### config.mk
export PLATFORM = sky130hd
export DESIGN_NAME = instr_fetch
export DESIGN_NICKNAME = d
export VERILOG_FILES = /design/src/rtl/picomips_pkg.sv /design/src/rtl/pc_next.sv /design/src/rtl/instr_fetch.sv
export SDC_FILE = /design/constraint.sdc
export NUM_CORES = 1
export LEC_CHECK = 0
export BUFFER_PORTS_ARGS = -buffer_cell sky130_fd_sc_hd__buf_4
export CAP_MARGIN = 10
export CORE_ASPECT_RATIO = 1.1
export CORE_MARGIN = 4
export CORE_UTILIZATION = 50
export CTS_BUF_LIST = sky130_fd_sc_hd__clkbuf_4 sky130_fd_sc_hd__clkbuf_8
export DETAILED_ROUTE_END_ITERATION = 7
export MAX_ROUTING_LAYER = met4
export PLACE_DENSITY = 0.88
export SYNTH_ARGS = -nofsm -noshare
export SYNTH_HDL_FRONTEND = slang
export SYNTH_SLANG_ARGS = --single-unit
### constraint.sdc
create_clock -name clk -period 6.92 [get_ports clk]
set_input_delay 1.73 -clock clk [delete_from_list [all_inputs] [get_ports clk]]
set_output_delay 1.73 -clock clk [all_outputs]
set_load 0.01 [all_outputs]
### src/rtl/picomips_pkg.sv
// picomips_pkg: shared widths, fetch FSM states and next-address selector codes
package picomips_pkg;
    localparam int PSIZE_DEFAULT = 6;
    localparam int ISIZE_DEFAULT = 16;
    typedef enum logic [1:0] {FILL, RUN, FLUSH} fetch_state_t;
    typedef enum logic [1:0] {SEL_ZERO, SEL_HOLD, SEL_INC, SEL_BRANCH} next_sel_t;
endpackage

### src/rtl/pc_next.sv
// pc_next: combinational next fetch address (zero, hold, increment or relative branch target)
module pc_next import picomips_pkg::*; #(
    parameter int PSIZE = PSIZE_DEFAULT
) (
    input  next_sel_t        sel,
    input  logic [PSIZE-1:0] ia,
    input  logic [PSIZE-1:0] pc,
    input  logic [PSIZE-1:0] offset,
    output logic [PSIZE-1:0] next
);
    always_comb next = sel == SEL_ZERO ? '0 :
                       sel == SEL_HOLD ? ia :
                       sel == SEL_INC  ? ia + PSIZE'(1) : pc + offset;
endmodule

### src/rtl/instr_fetch.sv
// instr_fetch: fetch stage feeding a synchronous program memory, with stall and one-bubble relative branches
module instr_fetch import picomips_pkg::*; #(
    parameter int PSIZE = PSIZE_DEFAULT,
    parameter int ISIZE = ISIZE_DEFAULT
) (
    input  logic             clk,
    input  logic             n_reset,
    output logic [PSIZE-1:0] imem_addr,
    input  logic [ISIZE-1:0] imem_rdata,
    input  logic             stall,
    input  logic             branch_taken,
    input  logic [PSIZE-1:0] branch_offset,
    output logic [ISIZE-1:0] instr,
    output logic             instr_valid,
    output logic [PSIZE-1:0] pc_out
);
    fetch_state_t     state, state_nx;
    next_sel_t        sel;
    logic [PSIZE-1:0] ia;
    logic             br, load;

    // reset forces FILL asynchronously, so imem_addr reads 0 while n_reset is low
    always_comb begin
        br       = state == RUN && branch_taken && !stall && instr_valid;
        load     = state != FILL && !stall && !br;
        sel      = state == FILL ? SEL_ZERO : stall ? SEL_HOLD : br ? SEL_BRANCH : SEL_INC;
        state_nx = state == FILL ? RUN : stall ? state : br ? FLUSH : RUN;
    end

    pc_next #(.PSIZE(PSIZE)) u_pc_next (
        .sel    (sel),
        .ia     (ia),
        .pc     (pc_out),
        .offset (branch_offset),
        .next   (imem_addr)
    );

    always_ff @(posedge clk or negedge n_reset)
        if (!n_reset) begin
            state       <= FILL;
            ia          <= '0;
            pc_out      <= '0;
            instr       <= '0;
            instr_valid <= 1'b0;
        end else begin
            state       <= state_nx;
            ia          <= imem_addr;
            instr_valid <= (stall && state != FILL) ? instr_valid : load;
            if (load) begin
                instr  <= imem_rdata;
                pc_out <= ia;
            end
        end
endmodule

# ---- Word-level counts from Yosys, hierarchy flattened
# Index checks and enable logic that the tools add are counted.
# W data, S select, Z words.
dict set report word_totals {
  reg_bits 31
  latch_bits 0
  mem_bits_rw 0
  romBits 0
  out_inout_bits 29
  n_memories 0
}
dict set report classes {
  n_addsub 2
  multipliers 0
  div_mod_pow 0
  order_cmp 0
  eq_ne 4
  shifts 0
  muxes 9
  n_bitwise 0
  reduce_logical 11
}
# op count
set op_table {}
lappend op_table {{$mux W6} 3}
lappend op_table {{$mux W2} 5}
lappend op_table {{$add A6 B1 Y6 const B} 1}
lappend op_table {{$add A6 B6 Y6} 1}
lappend op_table {{$logic_and A1 B1 Y1} 6}
lappend op_table {{$eq A2 B1 Y1 const B} 2}
lappend op_table {{$logic_not A2 Y1} 2}
lappend op_table {{$eq A2 B2 Y1 const B} 1}
lappend op_table {{$logic_not A1 Y1} 2}
lappend op_table {{$ne A2 B1 Y1 const B} 1}
lappend op_table {{$reduce_bool A2 Y1} 1}
lappend op_table {{$mux W1} 1}

# ---- Logic depth before layout (Yosys ltp)
# Gate-level depths: netlist of run 1.
dict set report depth {
  word_depth 11
  mapped_depth 7
}

# ---- By module
# From an unflattened synthesis of run 1, not the netlist that was laid out.
dict set report unflattened {
  hier_cells 119
  area_unflattened_um2 1609.0
}
# mod n_inst cells_per_inst area_per_inst_um2 seq_area_each_um2
set by_module_without_submodules {}
lappend by_module_without_submodules {instr_fetch 1 69 1209.9 775.7}
lappend by_module_without_submodules {pc_next 1 50 399.1 0.0}

# ---- Worst setup path before layout of run 1
# No wires, ideal clock.
dict set report synth_timing {
  path_type {input port to output port}
  start {in branch_offset[0]}
  end {out imem_addr[4]}
  arrival_time_ns 3.180
  path_slack_ns 2.010
  path_stages 6
  n_path_buf 0
  cell_sequence {ha_1 > fa_1 > a21o_1 > a21oi_1 > mux2i_1 > a221oi_1}
}
dict set report synth_via {
  elab_chain_cells 4
}
# element line_no
set synth_lines {}
lappend synth_lines {{start: declaration} instr_fetch.sv:12} ;# input logic [PSIZE-1:0] branch_offset,
lappend synth_lines {{$add A6 B6 Y6} pc_next.sv:13} ;# sel == SEL_INC ? ia + PSIZE'(1) : pc + offset;
lappend synth_lines {{$mux W6} pc_next.sv:13}
lappend synth_lines {{$mux W6} pc_next.sv:12} ;# sel == SEL_HOLD ? ia :
lappend synth_lines {{$mux W6} pc_next.sv:11} ;# always_comb next = sel == SEL_ZERO ? '0 :
lappend synth_lines {{end: declaration} instr_fetch.sv:8} ;# output logic [PSIZE-1:0] imem_addr,
# No other way between the ends.

# ---- Final worst setup path of run 1
dict set report layout_timing {
  start {in stall}
  end {out imem_addr[0]}
}
dict set report layout_via {
  elab_chain_cells 10
}
# element line_no
set layout_lines {}
lappend layout_lines {{start: declaration} instr_fetch.sv:10} ;# input logic stall,
lappend layout_lines {{$logic_not A1 Y1} instr_fetch.sv:24} ;# br = state == RUN && branch_taken && !stall && instr_valid;
lappend layout_lines {{$logic_and A1 B1 Y1 (2 in a row)} instr_fetch.sv:24}
lappend layout_lines {{$mux W1} instr_fetch.sv:26} ;# sel = state == FILL ? SEL_ZERO : stall ? SEL_HOLD : br ? SEL_BRANCH : SEL_INC;
lappend layout_lines {{$mux W2 (*) (2 in a row)} instr_fetch.sv:26}
lappend layout_lines {{$eq A2 B2 Y1} pc_next.sv:13}
lappend layout_lines {{$mux W6} pc_next.sv:13}
lappend layout_lines {{$mux W6} pc_next.sv:12}
lappend layout_lines {{$mux W6 (*)} pc_next.sv:11}
# Every way passes the cells marked *; elsewhere a longest branch is shown, timed or not.

==> run_summary.xml, run 1 <==
<?xml version="1.0" encoding="UTF-8"?>
<metrics>
  <group name="global_routing">
    <metric name="grt_max_degree" unit="">32</metric>
    <metric name="first_global_vias" unit="">1279</metric>
    <metric name="wire_length_of_the_first_global_routing_pass" unit="µm">5809</metric>
    <metric name="global_route.usage.total" unit="">0.2015</metric>
    <metric name="grt.overflow.total" unit="">0</metric>
    <metric name="use_met2" unit="">0.3207</metric>
    <metric name="layer_with_the_highest_usage" unit="">met2</metric>
    <metric name="gr-usage-met1" unit="">0.2395</metric>
    <metric name="met3_usage_in_global_routing" unit="">0.07171</metric>
    <metric name="antenna_found_initial" unit="">0</metric>
  </group>
  <group name="floorplan">
    <metric name="start_util" unit="">0.5181</metric>
    <metric name="placement_rows" unit="">21</metric>
    <metric name="die_w" unit="µm">61.58</metric>
    <metric name="coreArea" unit="mm²">0.003048</metric>
    <metric name="io_pins" unit="">55</metric>
    <metric name="die_h" unit="µm">66.94</metric>
    <metric name="dieArea" unit="mm²">0.004122</metric>
  </group>
  <group name="sta">
    <metric name="fin_skew" unit="ns">0.005274</metric>
    <metric name="slew_headroom" unit="">0.4604</metric>
    <metric name="max_clock_freq" unit="MHz">190.7</metric>
    <metric name="setup_tns" unit="ns">0</metric>
    <metric name="timing.final.crit_share" unit="">0.7578</metric>
    <metric name="tightestPinTransition" unit="ns">0.8093</metric>
    <metric name="timing.final.setup_violations" unit="">0</metric>
    <metric name="post-route-min-period" unit="ns">5.244</metric>
    <metric name="rsz0062_at_grt" unit="">false</metric>
    <metric name="timing.final.hold_violations" unit="">0</metric>
    <metric name="slew_viol_final" unit="">0</metric>
  </group>
  <group name="job">
    <metric name="drv.max_cap_violation_count" unit="">0</metric>
  </group>
  <group name="critical_path">
    <metric name="setup.worst_path.end_class" unit="">output port</metric>
    <metric name="worstPathArrival" unit="ns">3.51</metric>
    <metric name="critical-path-top-delay-family" unit="">compound AO/OA/AOI/OAI gates</metric>
    <metric name="path_max_fanout" unit="">19</metric>
    <metric name="critPathRequiredTime" unit="ns">5.19</metric>
    <metric name="count_of_buffer_and_inverter_cells_on_the_critical_path" unit="">3</metric>
    <metric name="timing.critical_path.mode_cell" unit="">buf_4</metric>
    <metric name="path_class" unit="">primary input to output port</metric>
    <metric name="timing.critical_path.cells" unit="">buf_4 &gt; and2b_2 &gt; a21oi_2 &gt; buf_4 &gt; a31oi_1 &gt; o22ai_1 &gt; buf_4</metric>
    <metric name="max_stage_delay_cell_worst_path" unit="">a21oi_2</metric>
    <metric name="cpPeakStageDelay" unit="ns">0.63</metric>
    <metric name="crit_path_start_kind" unit="">primary input</metric>
  </group>
  <group name="clocking">
    <metric name="postCtsSetupBuffers" unit="">0</metric>
    <metric name="clock-root-buffer" unit="">clkbuf_4</metric>
    <metric name="cts_num_sinks" unit="">31</metric>
    <metric name="cts_inserted_buffers" unit="">5</metric>
    <metric name="cts_tree" unit="">done</metric>
    <metric name="cts_max_level" unit="">2</metric>
    <metric name="cts_resized" unit="">0</metric>
    <metric name="hold_buffers" unit="">0</metric>
    <metric name="cts_max_path_buffers" unit="">2</metric>
    <metric name="clk_latency" unit="ns">0.33</metric>
    <metric name="clk_pin_slew" unit="ns">0.09</metric>
  </group>
  <group name="final_layout">
    <metric name="nFillCells" unit="">233</metric>
    <metric name="layout.nets" unit="">258</metric>
    <metric name="cell_count_final_fillers_out" unit="">260</metric>
    <metric name="layout_overhead_on_the_synthesized_area" unit="%">29.64</metric>
    <metric name="antenna-diode-count" unit="">0</metric>
    <metric name="drive_gt1_frac" unit="">0.3142</metric>
  </group>
  <group name="drt">
    <metric name="finalWirelength" unit="µm">3636</metric>
    <metric name="drt_iter0_drc" unit="">42</metric>
    <metric name="drtAntennaViolNets" unit="">0</metric>
    <metric name="routedWlPerCell" unit="µm">13.98</metric>
    <metric name="drc" unit="">0</metric>
    <metric name="detailroute.via_count" unit="">1368</metric>
    <metric name="first_pass_iters" unit="">4</metric>
    <metric name="viasPerCell" unit="">5.262</metric>
  </group>
  <group name="logic_synthesis">
    <metric name="yosys_most_used_dff" unit="">dfrtp_1</metric>
    <metric name="part_of_the_yosys_area_used_for_sequential_elements" unit="">0.4913</metric>
    <metric name="most_common_cell_in_the_synthesized_netlist" unit="">nand2_1</metric>
    <metric name="synth_area_leaders" unit="">dfrtp_1 (49%), nand2_1 (16%), ha_1 (4.8%)</metric>
    <metric name="most_frequent_cells_after_synthesis" unit="">nand2_1 (68), dfrtp_1 (31), ha_1 (6)</metric>
    <metric name="synth_top_area_share" unit="">0.4913</metric>
    <metric name="syn-instance-count" unit="">170</metric>
    <metric name="synth_top_area_cell" unit="">dfrtp_1</metric>
    <metric name="postSynthRegisterBits" unit="">31</metric>
    <metric name="syn_area" unit="mm²">0.001579</metric>
    <metric name="synth-edff-count" unit="">0</metric>
    <metric name="synth_warnings" unit="">0</metric>
    <metric name="synth.avg_cell_area" unit="µm²">9.288</metric>
    <metric name="synth_nets" unit="">203</metric>
    <metric name="proportion_of_synthesized_flip_flops_having_asynchronous_set_or_reset" unit="">1.000</metric>
    <metric name="synthDistinctLibCells" unit="">39</metric>
  </group>
  <group name="pwr">
    <metric name="cellLeakagePower" unit="nW">1.118</metric>
    <metric name="power.density" unit="mW/mm²">426.0</metric>
    <metric name="vdd.ir_drop.worst" unit="mV">0.2746</metric>
  </group>
  <group name="place">
    <metric name="placedCellCount" unit="">252</metric>
    <metric name="rd_place_congestion" unit="">0.8463</metric>
    <metric name="port-buffer-count" unit="">54</metric>
    <metric name="hpwl" unit="µm">2788</metric>
  </group>
  <group name="status">
    <metric name="run_status" unit="">complete, no violations</metric>
  </group>
  <group name="min_path">
    <metric name="hp-class" unit="">flip-flop to flip-flop</metric>
  </group>
</metrics>
## registers in the layout (all words and copies together) (netlist names)
signal,count
instr,16
ia,6
pc_out,6
state,2
instr_valid,1
## routing by layer
metal,wire [µm],vias to the layer above
met3,260,6
met4,39,0
met1,1516,631
met2,1821,42
li1,-,689
met5,0,-
## path summary, 6_finish.rpt
path / startpoint / endpoint / slack [ns] / cells after the start
setup reg to reg: pc_out[0] / ia[4] / 4.91 / 6
hold / removal: instr[4] / instr[4] / 0.48 / 2
max in group asynchronous: n_reset / instr[7] / 5.33 / 1
hold reg to reg: instr[4] / instr[4] / 0.48 / 2
setup / recovery: stall / imem_addr[0] / 1.68 / 7
min in group asynchronous: n_reset / instr[12] / 1.31 / 1
## logic make-up after synthesis
| kind of cell | synth area share |
|---|---|
| DFF | 0.4913 |
| adders and majority gates | 0.06022 |
| and+or+nand+nor | 0.2528 |
| xor gates and xnor gates | 0.01664 |
| muxes | 0.01268 |
| AOI/OAI and AO/OA | 0.1260 |
| buffers and inverters | 0.04040 |
## worst reg2reg max path, cell delays in order (launching register included)
cell and delay, ns:
dfrtp_1 0.42, ha_1 0.23, fa_1 0.42, a21o_1 0.17, a21oi_1 0.19, mux2i_1 0.11
a221oi_1 0.35
## layout by cell type (no fill, tap or decap), types with 2 or more instances in the layout
cell and instances:
clkbuf_4 7, nor2_1 5, mux2i_1 2, nand2_1 68
ha_1 6, o211ai_1 3, buf_4 55, inv_1 4
nand3_1 3, a211oi_1 4, xnor2_1 2, nand4b_1 2
a21oi_1 2, o21ai_0 5, dfrtp_1 31, a21o_1 3
## through the flow
| step | setup slack, ns | cell area (µm²) | hold WS (ns) | utilization | power [W] |
|---|---|---|---|---|---|
| floorplan | 2.010 | 1579 | 0.4522 | - | 0.0005750 |
| detailed placement | 1.661 | 1989 | 0.4633 | 0.6527 | 0.0007702 |
| CTS | 1.677 | 2047 | 0.4854 | 0.6716 | 0.0008791 |
| global route | 1.560 | 2047 | 0.5076 | 0.6716 | 0.0009438 |
| global placement | 1.739 | 1989 | 0.4585 | 0.6527 | 0.0007544 |
| finish | 1.676 | 2047 | 0.4826 | 0.6716 | 0.0008720 |
## power breakdown
group,leakage (nW),switching (W),total (W),internal [W]
registers,0.387,0.0000652,0.000328,0.000263
clock network,0.0361,0.0000589,0.000106,0.0000474
logic,0.695,0.000231,0.000438,0.000207
total,1.12,0.000355,0.000872,0.000517
## area by class of cell
cell class                 instances  area [µm²]  area share
clock buffer                       7       52.55     0.02567
clock inverter                     1       5.005    0.002445
inverter                           4       15.01    0.007335
multi-input combinational        128       743.2      0.3631
sequential                        31       775.7      0.3790
tap                               34       42.54     0.02078
timing repair buffer              55       412.9      0.2017
Power figures use the tool's default switching activity.
==> inputs of run 2 (changes only) <==
--- a/config.mk
+++ b/config.mk
@@ -9,11 +9,11 @@
 export CAP_MARGIN = 10
 export CORE_ASPECT_RATIO = 1.1
 export CORE_MARGIN = 4
-export CORE_UTILIZATION = 50
+export CORE_UTILIZATION = 46
 export CTS_BUF_LIST = sky130_fd_sc_hd__clkbuf_4 sky130_fd_sc_hd__clkbuf_8
 export DETAILED_ROUTE_END_ITERATION = 7
 export MAX_ROUTING_LAYER = met4
-export PLACE_DENSITY = 0.88
+export PLACE_DENSITY = 0.85
 export SYNTH_ARGS = -nofsm -noshare
 export SYNTH_HDL_FRONTEND = slang
 export SYNTH_SLANG_ARGS = --single-unit
==> constraint.sdc (replaced) <==
create_clock -name clk -period 4.8 [get_ports clk]
set_input_delay 1.2 -clock clk [delete_from_list [all_inputs] [get_ports clk]]
set_output_delay 1.2 -clock clk [all_outputs]
set_load 0.01 [all_outputs]
==> run_summary.xml, run 2 (synthesis results as in run 1) <==
<?xml version="1.0" encoding="UTF-8"?>
<metrics>
  <group name="status">
    <metric name="run_status" unit="">complete, no violations</metric>
  </group>
  <group name="clocking">
    <metric name="cts_num_sinks" unit="">31</metric>
    <metric name="clock-root-buffer" unit="">clkbuf_4</metric>
    <metric name="cts_inserted_buffers" unit="">5</metric>
    <metric name="hold_buffers" unit="">0</metric>
    <metric name="clk_latency" unit="ns">0.32</metric>
    <metric name="cts_tree" unit="">done</metric>
    <metric name="clk_pin_slew" unit="ns">0.09</metric>
    <metric name="postCtsSetupBuffers" unit="">0</metric>
    <metric name="cts_max_path_buffers" unit="">2</metric>
    <metric name="cts_max_level" unit="">2</metric>
    <metric name="cts_resized" unit="">0</metric>
  </group>
  <group name="sta">
    <metric name="max_clock_freq" unit="MHz">241.4</metric>
    <metric name="worst_hold_slack" unit="ns">0.4821</metric>
    <metric name="rsz0062_at_grt" unit="">false</metric>
    <metric name="post-route-worst-setup-slack" unit="ns">0.6577</metric>
    <metric name="timing.final.crit_share" unit="">0.8630</metric>
    <metric name="timing.final.setup_violations" unit="">0</metric>
    <metric name="timing.final.hold_violations" unit="">0</metric>
    <metric name="post-route-min-period" unit="ns">4.142</metric>
    <metric name="slew_headroom" unit="">0.5839</metric>
    <metric name="slew_viol_final" unit="">0</metric>
    <metric name="fin_skew" unit="ns">0.003555</metric>
    <metric name="setup_tns" unit="ns">0</metric>
    <metric name="tightestPinTransition" unit="ns">0.6242</metric>
  </group>
  <group name="drt">
    <metric name="detailroute.via_count" unit="">1360</metric>
    <metric name="finalWirelength" unit="µm">3360</metric>
    <metric name="drt_iter0_drc" unit="">46</metric>
    <metric name="first_pass_iters" unit="">4</metric>
    <metric name="drtAntennaViolNets" unit="">0</metric>
    <metric name="drc" unit="">0</metric>
    <metric name="viasPerCell" unit="">4.964</metric>
    <metric name="routedWlPerCell" unit="µm">12.26</metric>
  </group>
  <group name="critical_path">
    <metric name="critPathRequiredTime" unit="ns">3.60</metric>
    <metric name="r2r_slack" unit="ns">2.82</metric>
    <metric name="worstPathArrival" unit="ns">2.94</metric>
    <metric name="timing.critical_path.cells" unit="">buf_4 &gt; ha_1 &gt; fa_1 &gt; a21o_1 &gt; a21oi_1 &gt; mux2i_1 &gt; a221oi_1 &gt; buf_4</metric>
    <metric name="max_stage_delay_cell_worst_path" unit="">fa_1</metric>
    <metric name="cpPeakStageDelay" unit="ns">0.41</metric>
    <metric name="timing.critical_path.mode_cell" unit="">buf_4</metric>
    <metric name="setup.worst_path.end_class" unit="">output port</metric>
    <metric name="crit_path_start_kind" unit="">primary input</metric>
    <metric name="path_class" unit="">primary input to output port</metric>
    <metric name="path_max_fanout" unit="">3</metric>
  </group>
  <group name="place">
    <metric name="hpwl" unit="µm">2593</metric>
    <metric name="port-buffer-count" unit="">54</metric>
    <metric name="rd_place_congestion" unit="">0.7959</metric>
    <metric name="detailedPlace.worstSlack" unit="ns">0.6281</metric>
  </group>
  <group name="global_routing">
    <metric name="global_route.usage.total" unit="">0.1661</metric>
    <metric name="grt.overflow.total" unit="">0</metric>
    <metric name="first_global_vias" unit="">1244</metric>
    <metric name="antenna_found_initial" unit="">0</metric>
    <metric name="wire_length_of_the_first_global_routing_pass" unit="µm">5589</metric>
    <metric name="grt_max_degree" unit="">32</metric>
  </group>
  <group name="floorplan">
    <metric name="io_pins" unit="">55</metric>
    <metric name="die_w" unit="µm">63.86</metric>
    <metric name="start_util" unit="">0.4741</metric>
    <metric name="coreArea" unit="mm²">0.003331</metric>
    <metric name="dieArea" unit="mm²">0.004435</metric>
    <metric name="die_h" unit="µm">69.45</metric>
    <metric name="placement_rows" unit="">22</metric>
  </group>
  <group name="final_layout">
    <metric name="layout_overhead_on_the_synthesized_area" unit="%">30.74</metric>
    <metric name="layout_common_cells" unit="">nand2_1 (68), buf_4 (55), dfrtp_1 (31)</metric>
    <metric name="largestRegisters" unit="">instr x16, ia x6, pc_out x6</metric>
    <metric name="postLayoutCoreUtil" unit="">0.6198</metric>
    <metric name="largest_reg_flops" unit="">16</metric>
    <metric name="layout.cells.most_common" unit="">nand2_1</metric>
    <metric name="antenna-diode-count" unit="">0</metric>
    <metric name="top_register" unit="">instr</metric>
    <metric name="drive_gt1_frac" unit="">0.3142</metric>
    <metric name="layout.nets" unit="">258</metric>
  </group>
  <group name="pwr">
    <metric name="power.combinational.fraction" unit="">0.498</metric>
    <metric name="power.switching" unit="W">0.0004907</metric>
    <metric name="clock_power_share" unit="">0.122</metric>
    <metric name="pwr-share-seq" unit="">0.379</metric>
    <metric name="cellLeakagePower" unit="nW">1.118</metric>
    <metric name="power.density" unit="mW/mm²">598.0</metric>
    <metric name="totalPowerFinal" unit="W">0.001235</metric>
    <metric name="p_int" unit="W">0.0007438</metric>
    <metric name="p_sw_frac" unit="">0.3975</metric>
    <metric name="vdd.ir_drop.worst" unit="mV">0.2723</metric>
  </group>
  <group name="job">
    <metric name="drv.max_cap_violation_count" unit="">0</metric>
  </group>
  <group name="min_path">
    <metric name="hp-class" unit="">flip-flop to flip-flop</metric>
  </group>
</metrics>
## run 2: cell counts in the layout (fill, tap and decap cells not counted)
No cell type changed its count.
## run 2: layout make-up
cell class	instances	area [µm²]
clock buffers	7	52.55
clock inverters	1	5.005
fillers	290	1266
inverters	4	15.01
multi-input cells	128	743.2
flip-flops and latches	31	775.7
well taps	48	60.06
repair buffers	55	412.9
## run 2: power by group through the flow
stage,Clock (W),Sequential (W),Combinational [W]
floorplan,0,0.000503,0.000326
global placement,0,0.000471,0.000610
detailed placement,0,0.000472,0.000624
CTS,0.000157,0.000469,0.000625
global route,0.000168,0.000487,0.000685
finish,0.000151,0.000468,0.000615
## run 2: worst max-delay path, delay by kind of cell
| kind | cells | cell delay (ns) |
|---|---|---|
| AO/OA/AOI/OAI | 3 | 0.69 |
| multiplexers | 1 | 0.10 |
| adder cells (fa/ha/maj) | 2 | 0.63 |
| buffers and inverters | 2 | 0.30 |
## run 2: per-layer routing
metal | track usage | part of all wire
met5 | - | 0
met4 | 0.06475 | 0.017
met3 | 0.05348 | 0.072
met2 | 0.2687 | 0.50
met1 | 0.1897 | 0.41
## run 2: path summary, 6_finish.rpt
check	from	to	cells after the start
max	branch_offset[0]	imem_addr[4]	8
min	instr[7]	instr[7]	2
max reg2reg	pc_out[0]	ia[4]	6
min reg2reg	instr[7]	instr[7]	2
max in group asynchronous	n_reset	pc_out[4]	1
min in group asynchronous	n_reset	pc_out[5]	1
## run 2: through the flow
step / cells / cell area, µm²
after global routing: 274 / 2064
after global placement: 266 / 2007
final: 274 / 2064
after CTS: 274 / 2064
after floorplan: 170 / 1579
after detailed placement: 266 / 2007
==> inputs of run 3 (changes only) <==
--- a/config.mk
+++ b/config.mk
@@ -7,13 +7,15 @@
 export LEC_CHECK = 0
 export BUFFER_PORTS_ARGS = -buffer_cell sky130_fd_sc_hd__buf_4
 export CAP_MARGIN = 10
+export CELL_PAD_IN_SITES_DETAIL_PLACEMENT = 0
+export CELL_PAD_IN_SITES_GLOBAL_PLACEMENT = 2
 export CORE_ASPECT_RATIO = 1.1
 export CORE_MARGIN = 4
-export CORE_UTILIZATION = 46
+export CORE_UTILIZATION = 27
 export CTS_BUF_LIST = sky130_fd_sc_hd__clkbuf_4 sky130_fd_sc_hd__clkbuf_8
 export DETAILED_ROUTE_END_ITERATION = 7
 export MAX_ROUTING_LAYER = met4
-export PLACE_DENSITY = 0.85
+export PLACE_DENSITY = 0.86
 export SYNTH_ARGS = -nofsm -noshare
 export SYNTH_HDL_FRONTEND = slang
 export SYNTH_SLANG_ARGS = --single-unit
==> run_summary.xml, run 3 (synthesis results as in run 1) <==
<?xml version="1.0" encoding="UTF-8"?>
<metrics>
  <group name="final_layout">
    <metric name="antenna-diode-count" unit="">0</metric>
    <metric name="layout.nets" unit="">258</metric>
    <metric name="layout_common_cells" unit="">nand2_1 (68), buf_4 (55), dfrtp_1 (31)</metric>
    <metric name="drive_gt1_frac" unit="">0.3142</metric>
    <metric name="layout.cells.most_common" unit="">nand2_1</metric>
    <metric name="largest_reg_flops" unit="">16</metric>
    <metric name="layout_overhead_on_the_synthesized_area" unit="%">35.82</metric>
    <metric name="postLayoutCoreUtil" unit="">0.3874</metric>
    <metric name="top_register" unit="">instr</metric>
    <metric name="largestRegisters" unit="">instr x16, ia x6, pc_out x6</metric>
  </group>
  <group name="critical_path">
    <metric name="max_stage_delay_cell_worst_path" unit="">fa_1</metric>
    <metric name="path_max_fanout" unit="">3</metric>
    <metric name="crit_path_start_kind" unit="">primary input</metric>
    <metric name="worstPathArrival" unit="ns">2.94</metric>
    <metric name="path_class" unit="">primary input to output port</metric>
    <metric name="timing.critical_path.cells" unit="">buf_4 &gt; ha_1 &gt; fa_1 &gt; a21o_1 &gt; a21oi_1 &gt; mux2i_1 &gt; a221oi_1 &gt; buf_4</metric>
    <metric name="worstSetupEndpoint" unit="">imem_addr[4]</metric>
    <metric name="reg2reg_from" unit="">pc_out[0]</metric>
    <metric name="cpPeakStageDelay" unit="ns">0.41</metric>
    <metric name="r2r-end" unit="">ia[4]</metric>
    <metric name="r2r_slack" unit="ns">2.83</metric>
    <metric name="setup.worst_path.end_class" unit="">output port</metric>
    <metric name="worstSetupStartpoint" unit="">branch_offset[0]</metric>
    <metric name="timing.critical_path.mode_cell" unit="">buf_4</metric>
    <metric name="critPathRequiredTime" unit="ns">3.60</metric>
    <metric name="worst_r2r_path_depth" unit="">6</metric>
  </group>
  <group name="sta">
    <metric name="max_clock_freq" unit="MHz">241.5</metric>
    <metric name="setup_tns" unit="ns">0</metric>
    <metric name="fin_skew" unit="ns">0.006701</metric>
    <metric name="timing.final.hold_violations" unit="">0</metric>
    <metric name="post-route-min-period" unit="ns">4.141</metric>
    <metric name="tightestPinTransition" unit="ns">0.4847</metric>
    <metric name="timing.final.crit_share" unit="">0.8626</metric>
    <metric name="rsz0062_at_grt" unit="">false</metric>
    <metric name="slew_viol_final" unit="">0</metric>
    <metric name="slew_headroom" unit="">0.6769</metric>
    <metric name="timing.final.setup_violations" unit="">0</metric>
  </group>
  <group name="drt">
    <metric name="first_pass_iters" unit="">4</metric>
    <metric name="drc" unit="">0</metric>
    <metric name="drt_iter0_drc" unit="">29</metric>
    <metric name="viasPerCell" unit="">4.528</metric>
    <metric name="detailroute.via_count" unit="">1363</metric>
    <metric name="drtAntennaViolNets" unit="">0</metric>
    <metric name="finalWirelength" unit="µm">3936</metric>
    <metric name="routedWlPerCell" unit="µm">13.08</metric>
  </group>
  <group name="pwr">
    <metric name="totalPowerFinal" unit="W">0.001328</metric>
    <metric name="p_int" unit="W">0.0008068</metric>
    <metric name="power.switching" unit="W">0.0005210</metric>
    <metric name="power.density" unit="mW/mm²">619.1</metric>
    <metric name="p_sw_frac" unit="">0.3924</metric>
    <metric name="vdd.ir_drop.worst" unit="mV">0.2598</metric>
    <metric name="clock_power_share" unit="">0.177</metric>
    <metric name="cellLeakagePower" unit="nW">1.133</metric>
    <metric name="pwr-share-seq" unit="">0.355</metric>
    <metric name="power.combinational.fraction" unit="">0.468</metric>
  </group>
  <group name="place">
    <metric name="rd_place_congestion" unit="">0.7307</metric>
    <metric name="hpwl" unit="µm">2871</metric>
    <metric name="port-buffer-count" unit="">54</metric>
  </group>
  <group name="floorplan">
    <metric name="placement_rows" unit="">28</metric>
    <metric name="die_w" unit="µm">80.92</metric>
    <metric name="dieArea" unit="mm²">0.007137</metric>
    <metric name="io_pins" unit="">55</metric>
    <metric name="start_util" unit="">0.2853</metric>
    <metric name="die_h" unit="µm">88.21</metric>
    <metric name="coreArea" unit="mm²">0.005535</metric>
  </group>
  <group name="status">
    <metric name="run_status" unit="">complete, no violations</metric>
  </group>
  <group name="clocking">
    <metric name="cts_resized" unit="">0</metric>
    <metric name="clk_latency" unit="ns">0.29</metric>
    <metric name="cts_max_path_buffers" unit="">2</metric>
    <metric name="cts_max_level" unit="">2</metric>
    <metric name="cts_num_sinks" unit="">31</metric>
    <metric name="clock-root-buffer" unit="">clkbuf_8</metric>
    <metric name="cts_tree" unit="">done</metric>
    <metric name="cts_inserted_buffers" unit="">5</metric>
    <metric name="postCtsSetupBuffers" unit="">0</metric>
    <metric name="hold_buffers" unit="">0</metric>
    <metric name="clk_pin_slew" unit="ns">0.07</metric>
  </group>
  <group name="job">
    <metric name="drv.max_cap_violation_count" unit="">0</metric>
  </group>
  <group name="global_routing">
    <metric name="grt_max_degree" unit="">32</metric>
    <metric name="antenna_found_initial" unit="">0</metric>
    <metric name="global_route.usage.total" unit="">0.1257</metric>
    <metric name="wire_length_of_the_first_global_routing_pass" unit="µm">6575</metric>
    <metric name="grt.overflow.total" unit="">0</metric>
    <metric name="first_global_vias" unit="">1335</metric>
  </group>
  <group name="min_path">
    <metric name="hp-class" unit="">flip-flop to flip-flop</metric>
  </group>
</metrics>
run 3: cell types whose count changed in the layout (fill, tap and decap cells not counted), sizes merged:
cell      previous run  this run
clkinv               1         0
clkinvlp             0         1
run 3: metal layers:
metal  routed length [µm]  share of wire  track usage  vias to the layer above
met1                 1763           0.45       0.1523                      633
met5                    0              0            -                        -
met4                   63          0.016      0.05069                        0
met2                 1845           0.47       0.1934                       37
met3                  264          0.067      0.04012                        5
li1                     -              -            -                      688
run 3: cell type report:
| class | count | area [µm²] |
|---|---|---|
| multi-input combinational | 128 | 743.2 |
| timing repair buffer | 55 | 412.9 |
| tap | 75 | 93.84 |
| sequential | 31 | 775.7 |
| fill | 600 | 3391 |
| clock inverter | 1 | 7.507 |
| inverter | 4 | 15.01 |
| clock buffer | 7 | 96.34 |
run 3: worst max-delay path: cells and delay by family:
family	cells	cell delay [ns]
compound gates	3	0.70
fa+ha+maj	2	0.64
buf+inv	2	0.30
mux	1	0.10
run 3: how the worst min path moves through the flow:
stage                     end  slack, ns  startpoint  cells after the start
floorplan           pc_out[5]       0.45       ia[5]                      2
global placement     instr[3]       0.46    instr[3]                      2
detailed placement   instr[9]       0.46    instr[9]                      2
CTS                  instr[9]       0.48    instr[9]                      2
global route        instr[10]       0.51   instr[10]                      2
finish               instr[8]       0.48    instr[8]                      2
run 3: metrics by stage:
| stage | cells | hold WS, ns | cell area (µm²) | worst slack [ns] |
|---|---|---|---|---|
| 4_1_cts | 301 | 0.4812 | 2145 | 0.5950 |
| 3_5_place_dp | 293 | 0.4636 | 2041 | 0.5877 |
| 3_3_place_gp | 293 | 0.4591 | 2041 | 0.6369 |
| 5_1_grt | 301 | 0.5078 | 2145 | 0.5505 |
| 2_1_floorplan | 170 | 0.4522 | 1579 | 0.9503 |
| 6_report | 301 | 0.4757 | 2145 | 0.6593 |
run 3: power by group through the flow:
| stage | clock, W | sequential [W] | combinational [W] |
|---|---|---|---|
| final | 0.000235 | 0.000472 | 0.000621 |
| after global routing | 0.000252 | 0.000493 | 0.000706 |
| after CTS | 0.000241 | 0.000473 | 0.000640 |
| after detailed placement | 0 | 0.000476 | 0.000637 |
| after global placement | 0 | 0.000475 | 0.000634 |
| after floorplan | 0 | 0.000503 | 0.000326 |
